$ cat src/rtl/game_pkg.sv
// Shared types and helpers for the A/B digit-guessing controller.
package game_pkg;

    typedef enum logic [2:0] {
        ST_IDLE  = 3'd0,
        ST_SETUP = 3'd1,
        ST_GUESS = 3'd2,
        ST_SCORE = 3'd3,
        ST_SHOW  = 3'd4,
        ST_OVER  = 3'd5
    } game_state_t;

    // All-ones pattern for a digit field of the given width; callers cast to DIGIT_W.
    function automatic logic [31:0] empty_marker(input int unsigned digit_w);
        return (32'd1 << digit_w) - 32'd1;
    endfunction

endpackage

$ cat src/rtl/ab_score_engine.sv
// Sequential A/B scorer: walks slots NUM_DIGITS-1..0, one per cycle, after a start pulse.
module ab_score_engine #(
    parameter  int NUM_DIGITS = 4,
    parameter  int DIGIT_W    = 4,
    localparam int CNT_W      = $clog2(NUM_DIGITS + 1),
    localparam int IDX_W      = $clog2(NUM_DIGITS)
) (
    input  logic                          CLK,
    input  logic                          RESET_N,
    input  logic                          start,
    input  logic                          abort,
    input  logic [NUM_DIGITS*DIGIT_W-1:0] secret,
    input  logic [NUM_DIGITS*DIGIT_W-1:0] guess,
    output logic                          busy,
    output logic                          done,
    output logic [CNT_W-1:0]              count_a,
    output logic [CNT_W-1:0]              count_b
);

    logic [NUM_DIGITS-1:0][DIGIT_W-1:0] s_arr;
    logic [NUM_DIGITS-1:0][DIGIT_W-1:0] g_arr;
    logic [IDX_W-1:0]                   idx;
    logic [DIGIT_W-1:0]                 g_digit;
    logic                               hit_a;
    logic                               hit_any;

    assign s_arr = secret;
    assign g_arr = guess;

    always_comb begin
        g_digit = g_arr[idx];
        hit_a   = (g_digit == s_arr[idx]);
        hit_any = 1'b0;
        for (int k = 0; k < NUM_DIGITS; k++) begin
            if (s_arr[k] == g_digit) hit_any = 1'b1;
        end
    end

    // done marks the cycle whose edge scores slot 0 and ends the pass.
    assign done = busy && (idx == '0);

    always_ff @(posedge CLK or negedge RESET_N) begin
        if (!RESET_N) begin
            busy    <= 1'b0;
            idx     <= '0;
            count_a <= '0;
            count_b <= '0;
        end else if (abort) begin
            busy    <= 1'b0;
            idx     <= '0;
            count_a <= '0;
            count_b <= '0;
        end else if (start) begin
            busy    <= 1'b1;
            idx     <= IDX_W'(NUM_DIGITS - 1);
            count_a <= '0;
            count_b <= '0;
        end else if (busy) begin
            if (hit_a)        count_a <= count_a + CNT_W'(1);
            else if (hit_any) count_b <= count_b + CNT_W'(1);
            if (idx == '0) busy <= 1'b0;
            else           idx  <= idx - IDX_W'(1);
        end
    end

endmodule

$ cat src/rtl/guess_game_ctrl.sv
// A/B guessing-game controller: secret/guess entry, turn tracking, win/lose, internal scoring.
// Handshake: every control input is a one-cycle pulse sampled on CLK; restart > confirm > back.
module guess_game_ctrl
    import game_pkg::*;
#(
    parameter  int NUM_DIGITS = 4,
    parameter  int DIGIT_W    = 4,
    parameter  int MAX_DIGIT  = 9,
    parameter  int MAX_TURNS  = 6,
    localparam int CNT_W      = $clog2(NUM_DIGITS + 1),
    localparam int IDX_W      = $clog2(NUM_DIGITS),
    localparam int TURN_W     = $clog2(MAX_TURNS + 1)
) (
    input  logic                          CLK,
    input  logic                          RESET_N,
    input  logic                          confirm_pulse,
    input  logic                          back_pulse,
    input  logic                          restart_pulse,
    input  logic [DIGIT_W-1:0]            digit_in,
    input  logic                          guess_enable,
    output logic [NUM_DIGITS*DIGIT_W-1:0] secret,
    output logic [NUM_DIGITS*DIGIT_W-1:0] guess,
    output logic [IDX_W-1:0]              cursor,
    output logic [CNT_W-1:0]              count_a,
    output logic [CNT_W-1:0]              count_b,
    output logic [TURN_W-1:0]             turn_count,
    output logic                          in_setup,
    output logic                          in_guess,
    output logic                          result_valid,
    output logic                          game_over,
    output logic                          win,
    output logic                          reject,
    output logic [2:0]                    state_dbg
);

    localparam logic [DIGIT_W-1:0] EMPTY       = DIGIT_W'(empty_marker(DIGIT_W));
    localparam logic [DIGIT_W-1:0] MAX_DIGIT_V = DIGIT_W'(MAX_DIGIT);
    localparam logic [IDX_W-1:0]   CUR_MSD     = IDX_W'(NUM_DIGITS - 1);
    localparam logic [NUM_DIGITS-1:0][DIGIT_W-1:0] ALL_EMPTY = {NUM_DIGITS{EMPTY}};

    game_state_t                        state;
    logic [NUM_DIGITS-1:0][DIGIT_W-1:0] sec_r;
    logic [NUM_DIGITS-1:0][DIGIT_W-1:0] gss_r;
    logic                               win_r;
    logic                               reject_r;
    logic                               dup;
    logic                               digit_legal;
    logic [IDX_W-1:0]                   cursor_up;
    logic                               eng_start;
    logic                               eng_busy;
    logic                               eng_done;

    // Duplicate check only looks at the register being filled, ignoring empty slots.
    always_comb begin
        dup = 1'b0;
        for (int k = 0; k < NUM_DIGITS; k++) begin
            if (state == ST_SETUP) begin
                if (sec_r[k] != EMPTY && sec_r[k] == digit_in) dup = 1'b1;
            end else begin
                if (gss_r[k] != EMPTY && gss_r[k] == digit_in) dup = 1'b1;
            end
        end
    end

    assign digit_legal = (digit_in <= MAX_DIGIT_V) && !dup &&
                         ((state == ST_SETUP) || guess_enable);
    assign cursor_up   = cursor + IDX_W'(1);
    assign eng_start   = (state == ST_GUESS) && confirm_pulse && !restart_pulse &&
                         digit_legal && (cursor == '0);

    ab_score_engine #(
        .NUM_DIGITS (NUM_DIGITS),
        .DIGIT_W    (DIGIT_W)
    ) u_engine (
        .CLK     (CLK),
        .RESET_N (RESET_N),
        .start   (eng_start),
        .abort   (restart_pulse),
        .secret  (sec_r),
        .guess   (gss_r),
        .busy    (eng_busy),
        .done    (eng_done),
        .count_a (count_a),
        .count_b (count_b)
    );

    always_ff @(posedge CLK or negedge RESET_N) begin
        if (!RESET_N) begin
            state      <= ST_IDLE;
            sec_r      <= ALL_EMPTY;
            gss_r      <= ALL_EMPTY;
            cursor     <= '0;
            turn_count <= '0;
            win_r      <= 1'b0;
            reject_r   <= 1'b0;
        end else begin
            reject_r <= 1'b0;
            if (restart_pulse) begin
                state      <= ST_IDLE;
                sec_r      <= ALL_EMPTY;
                gss_r      <= ALL_EMPTY;
                cursor     <= '0;
                turn_count <= '0;
                win_r      <= 1'b0;
            end else begin
                case (state)
                    ST_IDLE: begin
                        if (confirm_pulse) begin
                            state      <= ST_SETUP;
                            cursor     <= CUR_MSD;
                            sec_r      <= ALL_EMPTY;
                            gss_r      <= ALL_EMPTY;
                            turn_count <= '0;
                            win_r      <= 1'b0;
                        end
                    end
                    ST_SETUP, ST_GUESS: begin
                        if (confirm_pulse) begin
                            if (digit_legal) begin
                                if (state == ST_SETUP) sec_r[cursor] <= digit_in;
                                else                   gss_r[cursor] <= digit_in;
                                if (cursor != '0) begin
                                    cursor <= cursor - IDX_W'(1);
                                end else if (state == ST_SETUP) begin
                                    state  <= ST_GUESS;
                                    cursor <= CUR_MSD;
                                    gss_r  <= ALL_EMPTY;
                                end else begin
                                    state      <= ST_SCORE;
                                    turn_count <= turn_count + TURN_W'(1);
                                end
                            end else begin
                                reject_r <= 1'b1;
                            end
                        end else if (back_pulse && cursor != CUR_MSD) begin
                            cursor <= cursor_up;
                            if (state == ST_SETUP) sec_r[cursor_up] <= EMPTY;
                            else                   gss_r[cursor_up] <= EMPTY;
                        end
                    end
                    ST_SCORE: begin
                        // An idle engine while scoring would otherwise strand the FSM.
                        if (eng_done || !eng_busy) state <= ST_SHOW;
                    end
                    ST_SHOW: begin
                        if (confirm_pulse) begin
                            if (count_a == CNT_W'(NUM_DIGITS)) begin
                                state <= ST_OVER;
                                win_r <= 1'b1;
                            end else if (turn_count == TURN_W'(MAX_TURNS)) begin
                                state <= ST_OVER;
                                win_r <= 1'b0;
                            end else begin
                                state  <= ST_GUESS;
                                cursor <= CUR_MSD;
                                gss_r  <= ALL_EMPTY;
                            end
                        end
                    end
                    ST_OVER: ;
                    default: state <= ST_IDLE;
                endcase
            end
        end
    end

    assign in_setup     = (state == ST_SETUP);
    assign in_guess     = (state == ST_GUESS);
    assign result_valid = (state == ST_SHOW);
    assign game_over    = (state == ST_OVER);
    assign win          = win_r;
    assign reject       = reject_r;
    assign state_dbg    = state;
    assign guess        = gss_r;
    // Secret stays hidden while the player is guessing or scoring.
    assign secret       = (in_setup || game_over) ? sec_r : ALL_EMPTY;

endmodule

$ cat config.mk
export PLATFORM = sky130hd
export DESIGN_NAME = guess_game_ctrl
export DESIGN_NICKNAME = d
export VERILOG_FILES = /design/src/rtl/game_pkg.sv /design/src/rtl/ab_score_engine.sv /design/src/rtl/guess_game_ctrl.sv
export SDC_FILE = /design/constraint.sdc
export NUM_CORES = 1
export LEC_CHECK = 0
export ABC_AREA = 1
export BUFFER_PORTS_ARGS = -buffer_cell sky130_fd_sc_hd__buf_2
export CORE_ASPECT_RATIO = 1.4
export CORE_MARGIN = 5
export CORE_UTILIZATION = 53
export CTS_CLUSTER_DIAMETER = 50
export CTS_CLUSTER_SIZE = 8
export DETAILED_ROUTE_END_ITERATION = 16
export GPL_TIMING_DRIVEN = 0
export PLACE_DENSITY = 0.77
export SETUP_SLACK_MARGIN = 0.5
export SYNTH_ARGS = -nofsm -noshare
export SYNTH_HDL_FRONTEND = slang
export SYNTH_SLANG_ARGS = --single-unit
export TNS_END_PERCENT = 100
$ cat constraint.sdc
create_clock -name CLK -period 1.78 [get_ports CLK]
set_input_delay 0.356 -clock CLK [delete_from_list [all_inputs] [get_ports CLK]]
set_output_delay 0.356 -clock CLK [all_outputs]
set_load 0.005 [all_outputs]
* Yosys cells after proc, flatten, opt, wreduce, memory -nomap -nowiden
Cells that the tools add are included.
** Cells by class
- Order comparisons :: 6
- Equal/unequal tests :: 47
- Mux-type cells :: 103
- Bitwise operators :: 2
- $add $sub $neg :: 6
- Reductions and logical operators :: 44
** Operators with widths (number)
- 16-bit 2-to-1 mux :: 19
- 3-bit 2-to-1 mux :: 24
- 4-bit == test :: 13
- 16-bit case mux with 3 select lines :: 1
- 4-bit != test (second input constant) :: 11
- 3-bit != test (second input constant) :: 12
- 16-bit bitwise mux :: 2
- 16-bit OR :: 2
- 16-bit case mux with 2 select lines :: 1
- 1-bit 2-to-1 mux :: 30
- 2-bit 2-to-1 mux :: 14
- 1-bit logical AND :: 18
- 4-bit binary-select mux with 2-bit select :: 2
- 4-bit demux with 2-bit select :: 2
- 4-bit 2-to-1 mux :: 4
- 8-bit AND reduction :: 2
- 3-bit case mux with 5 select lines :: 1
- 3-bit nonzero test :: 5
- 3-bit == test (second input constant) :: 4
- 3-bit by 1-bit adder with 3-bit output (second input constant) :: 3
- 2-bit by 3-bit less-than comparator with 1-bit output (second input constant) :: 3
- 7-bit AND reduction :: 1
- 3-bit by 2-bit == test with 1-bit output (second input constant) :: 2
- 2-bit case mux with 3 select lines :: 1
- 22 further kinds :: 31
** Storage, ports and cells
- Input port bits :: 10
- Output and inout port bits :: 52
- Word-level logic and storage cells :: 225
- Flip-flop bits (word level) :: 51

* Longest topological paths before layout
- Word-level depth :: 17
- Gate-level depth with buffers :: 16
- Gate-level depth less buffers :: 15

* Hierarchy
Synthesis repeated with hierarchy kept, for this count alone.
** Unflattened totals
- Cells, all modules :: 798
- Area, all modules :: 4953.5 µm²
** Modules (own cells, without submodules)
- guess_game_ctrl :: area each 3714.8 µm², times used 1, cells an instance 589, seq. area each 1091.0 µm²
- ab_score_engine :: area each 1238.7 µm², times used 1, cells an instance 209, seq. area each 225.2 µm²

* Worst setup path after synthesis
No wires, ideal clock.
- Path kind :: reg2reg
- From :: register sec_r[2] in the netlist's numbering
- To :: register gss_r, in the netlist guess[9]
- Arrival time :: 1.727 ns
- Data required time :: 1.704 ns
- Clock period less this slack :: 1.802 ns
- Cell stages (with the launch flop) :: 16
- Buffers on the path :: 2
- Path slack :: -0.022 ns
- Library setup time :: 0.076 ns
- Path through :: dfstp_2 -> clkbuf_2 -> nand3_1 -> nand2_1 -> nand2_1 -> nand3_1 -> nand2_1 -> nor2_1 -> nand2_1 -> nand2_2 -> nand2_2 -> a21oi_4 -> nand2_2 -> buf_6 -> nand2_1 -> nand2_1
** On the way
- Word-level cells in the longest chain between the ends :: 15
- Elaborated cells on any way between the ends :: 19
- Those cells by class :: eq/ne: 3; mux: 11; reduce/logical: 5
** Ends and longest elaborated chain
- start: declaration :: line guess_game_ctrl.sv:42 : logic [NUM_DIGITS-1:0][DIGIT_W-1:0] sec_r;
- start signal: indexed assignment :: line guess_game_ctrl.sv:120 : if (state == ST_SETUP) sec_r[cursor] <= digit_in;
- 4-bit != test or 4-bit == test (tied branches) :: line guess_game_ctrl.sv:58 : if (sec_r[k] != EMPTY && sec_r[k] == digit_in) dup = 1'b1;
- 1-bit logical AND (*) :: line guess_game_ctrl.sv:58
- 1-bit 2-to-1 mux (*) :: line guess_game_ctrl.sv:58
- 1-bit 2-to-1 mux (*) :: line guess_game_ctrl.sv:57 : if (state == ST_SETUP) begin
- 1-bit 2-to-1 mux, on equally long branches :: line guess_game_ctrl.sv:60, guess_game_ctrl.sv:58
- 1-bit 2-to-1 mux (*) :: line guess_game_ctrl.sv:57
- 1-bit 2-to-1 mux, on equally long branches :: line guess_game_ctrl.sv:60, guess_game_ctrl.sv:58
- 1-bit 2-to-1 mux (*) :: line guess_game_ctrl.sv:57
- 1-bit 2-to-1 mux, on equally long branches :: line guess_game_ctrl.sv:60, guess_game_ctrl.sv:58
- 1-bit 2-to-1 mux (*) :: line guess_game_ctrl.sv:57
- 1-bit zero test (*) :: line guess_game_ctrl.sv:65 : assign digit_legal = (digit_in <= MAX_DIGIT_V) && !dup &&
- 1-bit logical AND (*) (2 in series) :: line guess_game_ctrl.sv:65
- 4-bit != test (no source line) (*)
- 8-bit AND reduction (no source line) (*)
- end signal: indexed assignment :: line guess_game_ctrl.sv:121 : else gss_r[cursor] <= digit_in;
- end: declaration :: line guess_game_ctrl.sv:43 : logic [NUM_DIGITS-1:0][DIGIT_W-1:0] gss_r;
Mark *: on every way between the ends. The rest lies on a longest branch, timed or not.
A chain may end at the register's enable or synchronous reset.

* Worst setup path after layout
- From :: input port digit_in[0]
- To :: register gss_r, in the netlist guess[10]
** On the way
- Word-level cells in the longest chain between the ends :: 15
- Elaborated cells on any way between the ends :: 34
- Those cells by class :: order compare: 1; eq/ne: 9; mux: 12; reduce/logical: 12
** Ends and longest elaborated chain
- start: declaration :: line guess_game_ctrl.sv:19 : input logic [DIGIT_W-1:0] digit_in,
- 4-bit == test, on equally long branches :: line guess_game_ctrl.sv:60, guess_game_ctrl.sv:58
- 1-bit logical AND, on equally long branches :: line guess_game_ctrl.sv:60, guess_game_ctrl.sv:58
- 1-bit 2-to-1 mux, on equally long branches :: line guess_game_ctrl.sv:60, guess_game_ctrl.sv:58
- 1-bit 2-to-1 mux :: line guess_game_ctrl.sv:57
- 1-bit 2-to-1 mux, on equally long branches :: line guess_game_ctrl.sv:60, guess_game_ctrl.sv:58
- 1-bit 2-to-1 mux :: line guess_game_ctrl.sv:57
- 1-bit 2-to-1 mux, on equally long branches :: line guess_game_ctrl.sv:60, guess_game_ctrl.sv:58
- 1-bit 2-to-1 mux :: line guess_game_ctrl.sv:57
- 1-bit 2-to-1 mux, on equally long branches :: line guess_game_ctrl.sv:60, guess_game_ctrl.sv:58
- 1-bit 2-to-1 mux :: line guess_game_ctrl.sv:57
- 1-bit zero test :: line guess_game_ctrl.sv:65
- 1-bit logical AND (*) (2 in series) :: line guess_game_ctrl.sv:65
- 4-bit != test (no source line) (*)
- 8-bit AND reduction (no source line) (*)
Marks and branches as above.

==> impl_metrics.ini <==
[outcome]
run_status = finished with violations
violations = negative setup slack

[clock_tree]
cts.htree.levels = 2
cts_buffer_depth = 2
tritoncts.num_buffers = 5
clock_pin_slew_on_the_worst_setup_and_hold_paths_ns = 0.07
cts_root_buf = sky130_fd_sc_hd__clkbuf_16
worst_skew_pair.late_latency_ns = 0.30
clock_sinks = 51
cts_tree = built

[synthesis]
synth_nets = 754
mux_share_of_post_synthesis_cell_area_pct = 0
synth_top_flop_cell = sky130_fd_sc_hd__dfstp_2
synth_top_family_by_area = simple AND/OR/NAND/NOR gates
synth.ff_latch_count = 51
post_synth.cell_area_avg_um2 = 6.24
yosysSeqAreaShare_pct = 28.7
synth_edf_count = 0
asyncSetResetFlopFracSynth_pct = 100
synthCells = 734
synth-compound-area-share_pct = 12.8
yosys.area_share.adder_pct = 2.73
synthesis.area_um2 = 4580
post_synth_cell_types = 36
share_of_the_synthesized_netlist_area_taken_by_xor_and_xnor_gates_pct = 4.78
number_of_synthesis_warnings = 0
synthSimpleGateAreaFrac_pct = 41.0

[setup_path]
critPathCaptureType = register
worstPathBufferInverterCount = 4
critical_path_required_ns = 2.01
internal_reg_to_reg_setup_slack_ns = -0.36
critical_path.startpoint_type = input port
crit_chain = buf_2 -> inv_1 -> nand2_1 -> nand2_1 -> nor2_1 -> nand3_1 -> nand2_2 -> nor2_4 -> nand2_2 -> nand2_4 -> nand2_4 -> a21oi_4 -> buf_12 -> nand2_8 -> buf_6 -> nand2_1 -> nand2_1
worst_reg_to_reg_cells = 17
crit_path_category = in -> reg
timing.critical_path.fanout_max = 7
worst_r2r_startpoint = guess[13]$_DFFE_PN1P_
crit_path_frequent_cell = sky130_fd_sc_hd__nand2_1
path_depth = 17
crit_path_max_incr_delay_ns = 0.35
worst-endpoint-arrival_ns = 2.38
critPathCapture = guess[10]$_DFFE_PN1P_
startpoint = digit_in[0]
critPathTopFamily = simple AND/OR/NAND/NOR gates
slowest_stage = sky130_fd_sc_hd__inv_1
worst_r2r_endpoint = guess[7]$_DFFE_PN1P_

[die]
floorplan.die.height_um = 120
fp.dieW_um = 88.6
effective_utilization_at_floorplan_pct = 53.9
row_count = 40
dieArea_um2 = 10600
floorplan.io_pins = 62
coreArea_um2 = 8510

[drt]
detailedRoute.firstPassIterationCount = 7
drt_iter0_drc = 950
via_count = 6162
drt_wl_total_um = 19900
drcViolationCount = 0
routed_wire_length_per_instance_um = 20.2
postRouteAntennaNets = 0
vias_per_cell = 6.24

[sta]
finalHoldWorstSlack_ns = 0.272
setup_repair_after_global_routing_missed_its_margin = true
report.final.slew_viol_count = 0
fin_skew_ns = 0.00822
max_slew.worst_pin.slew_ns = 1.12
timing.final.setup_violations = 67
min_period_over_period_pct = 121
fin_crit_ns = 2.16
finalHoldViolCount = 0
max_slew_margin_pct = 25.1
timing.fmax_mhz = 464
setup_ws_ns = -0.377

[power]
p_sw_mw = 6.00
pwr_density_cell_nw_per_um2 = 1830
share_seq_of_total_power_pct = 21.1
power.static_leakage_nw = 3.31
combinationalPowerShare_pct = 70.6
power_mw = 12.0
switching_share_pct = 50.0
internal_power_mw = 6.01
p_clk_share_pct = 8.3
vdd_ir_drop_max_uv = 1240

[finish]
final_cells = 987
design.final.nets = 901
drive_above_1_share_pct = 37.0
diodes = 0
finish.instance_area_um2 = 6560
layout-area-overhead-vs-synth_pct = 43.1
number_of_inserted_filler_cells_in_the_final_layout = 619

[placed_design]
dp.cells = 899
hpwl_um = 12700
place.gp.congestion = 0.978
buffer_ports.inserted = 60
placedInstanceArea_um2 = 5100

[grt]
first_pass_grt_wire_length_um = 28300
grt_max_degree = 52
initial_antenna_violation_count = 0
track_usage_pct = 35.0
globalRouteOverflowTotal = 0
via_count_of_the_first_global_routing_pass = 5483

[flow_run]
max_cap_viol_count = 0

[hold_path]
type_of_the_most_critical_hold_path = in -> async
[layer usage]
| metal | part of all wire, % | up-vias | GRT usage [%] |
|---|---|---|---|
| met5 | 0 | - | 0 |
| met4 | 7.8 | 0 | 19.3 |
| met3 | 10 | 164 | 5.56 |
| met2 | 47 | 499 | 57.6 |
| met1 | 35 | 2789 | 42.5 |
| li1 | - | 2710 | - |
[how the worst min path moves through the flow]
stage	startpoint	end	slack, ns
2_1_floorplan	RESET_N	cursor[0]$_DFFE_PN0P_	0.06
3_3_place_gp	sec_r[6]$_DFFE_PN1P_	sec_r[6]$_DFFE_PN1P_	0.48
3_5_place_dp	sec_r[6]$_DFFE_PN1P_	sec_r[6]$_DFFE_PN1P_	0.48
4_1_cts	RESET_N	turn_count[2]$_DFFE_PN0P_	0.29
5_1_grt	RESET_N	turn_count[2]$_DFFE_PN0P_	0.35
6_report	RESET_N	turn_count[2]$_DFFE_PN0P_	0.27
[layout make-up]
class	count	area (um2)	area share [%]
multi-input cells	576	3220	49.1
flip-flops and latches	51	1320	20.1
repair buffers	140	1180	17.9
inverters	73	292	4.45
plain buffers	34	268	4.08
well taps	105	131	2.00
clock buffers	5	125	1.91
clock inverters	3	27.5	0.420
[power by group through the flow]
stage               Clock (mW)  Combinational, mW  Sequential [mW]
detailed placement           0               5.62             2.54
global placement             0               5.51             2.51
floorplan                    0               4.05             2.34
finish                   0.996               8.48             2.53
CTS                       1.01               7.04             2.46
global route              1.06               9.11             2.56
[metrics by stage]
step / utilization (%) / TNS (ns) / worst slack (ns)
2_1_floorplan: - / -0.126 / -0.0128
3_3_place_gp: 60.0 / -21.21 / -0.527
3_5_place_dp: 60.0 / -24.46 / -0.607
4_1_cts: 70.1 / -10.59 / -0.275
5_1_grt: 77.1 / -21.50 / -0.436
6_report: 77.1 / -18.34 / -0.377
[Yosys cell counts (all sizes together) (10+ instances only)]
master / instances / share of area [%]
dfstp: 32 / 18
dfrtp: 19 / 10
nand4: 36 / 4.9
o21ai: 49 / 5.4
nand2: 265 / 22
inv: 72 / 5.9
a21oi: 22 / 2.6
clkbuf: 14 / 1.2
xor2: 20 / 3.8
ha: 10 / 2.7
nor2: 69 / 6.0
nand3: 64 / 7.0
buf: 20 / 2.8
[worst reg2reg max path, delay by kind of cell (launching register included)]
family          cells  cell delay [ns]
compound gates      1             0.08
buf+inv             5             0.56
flops               1             0.59
simple gates       11             0.83
[state kept, by name (all words and copies together) (netlist names), 2 cells and up]
| name | count |
|---|---|
| cursor | 2 |
| guess | 16 |
| sec_r | 16 |
| state_dbg | 3 |
| turn_count | 3 |
| u_engine.count_a | 3 |
| u_engine.count_b | 3 |
| u_engine.idx | 2 |
[layout by cell type, fill, tap and decap left out, types with 7 or more instances in the layout]
cell                      instances
sky130_fd_sc_hd__nand2_1        222
sky130_fd_sc_hd__buf_6           59
sky130_fd_sc_hd__inv_1           51
sky130_fd_sc_hd__buf_4           51
sky130_fd_sc_hd__nand3_1         49
sky130_fd_sc_hd__nor2_1          47
sky130_fd_sc_hd__buf_2           46
sky130_fd_sc_hd__o21ai_0         40
sky130_fd_sc_hd__nand4_1         36
sky130_fd_sc_hd__dfstp_2         32
sky130_fd_sc_hd__nand2_2         31
sky130_fd_sc_hd__xor2_1          17
sky130_fd_sc_hd__inv_2           16
sky130_fd_sc_hd__a21oi_1         16
sky130_fd_sc_hd__dfrtp_1         16
sky130_fd_sc_hd__nand3_2         15
sky130_fd_sc_hd__nor2_4          12
sky130_fd_sc_hd__nand2_4         11
sky130_fd_sc_hd__nor2_2          10
sky130_fd_sc_hd__o21ai_1          9
sky130_fd_sc_hd__ha_1             9
sky130_fd_sc_hd__a32oi_1          8
sky130_fd_sc_hd__nor3_1           7
[timing repair]
action	CTS	global route
buffers inserted	43	33
resized for setup	89	105
setup endpoints to repair	89	93
pin swaps	20	30
hold buffers	0	0
cloned	4	0
[kinds of logic (layout without fill, tap and decap cells)]
family                   count (synthesis)  after routing
buffers and inverters                  107            255
AND/OR/NAND/NOR                        443            443
XOR/XNOR                                25             25
AO/OA/AOI/OAI                           98             98
flip-flops                              51             51
adder cells (fa/ha/maj)                 10             10
Power figures use the tool's default switching activity.
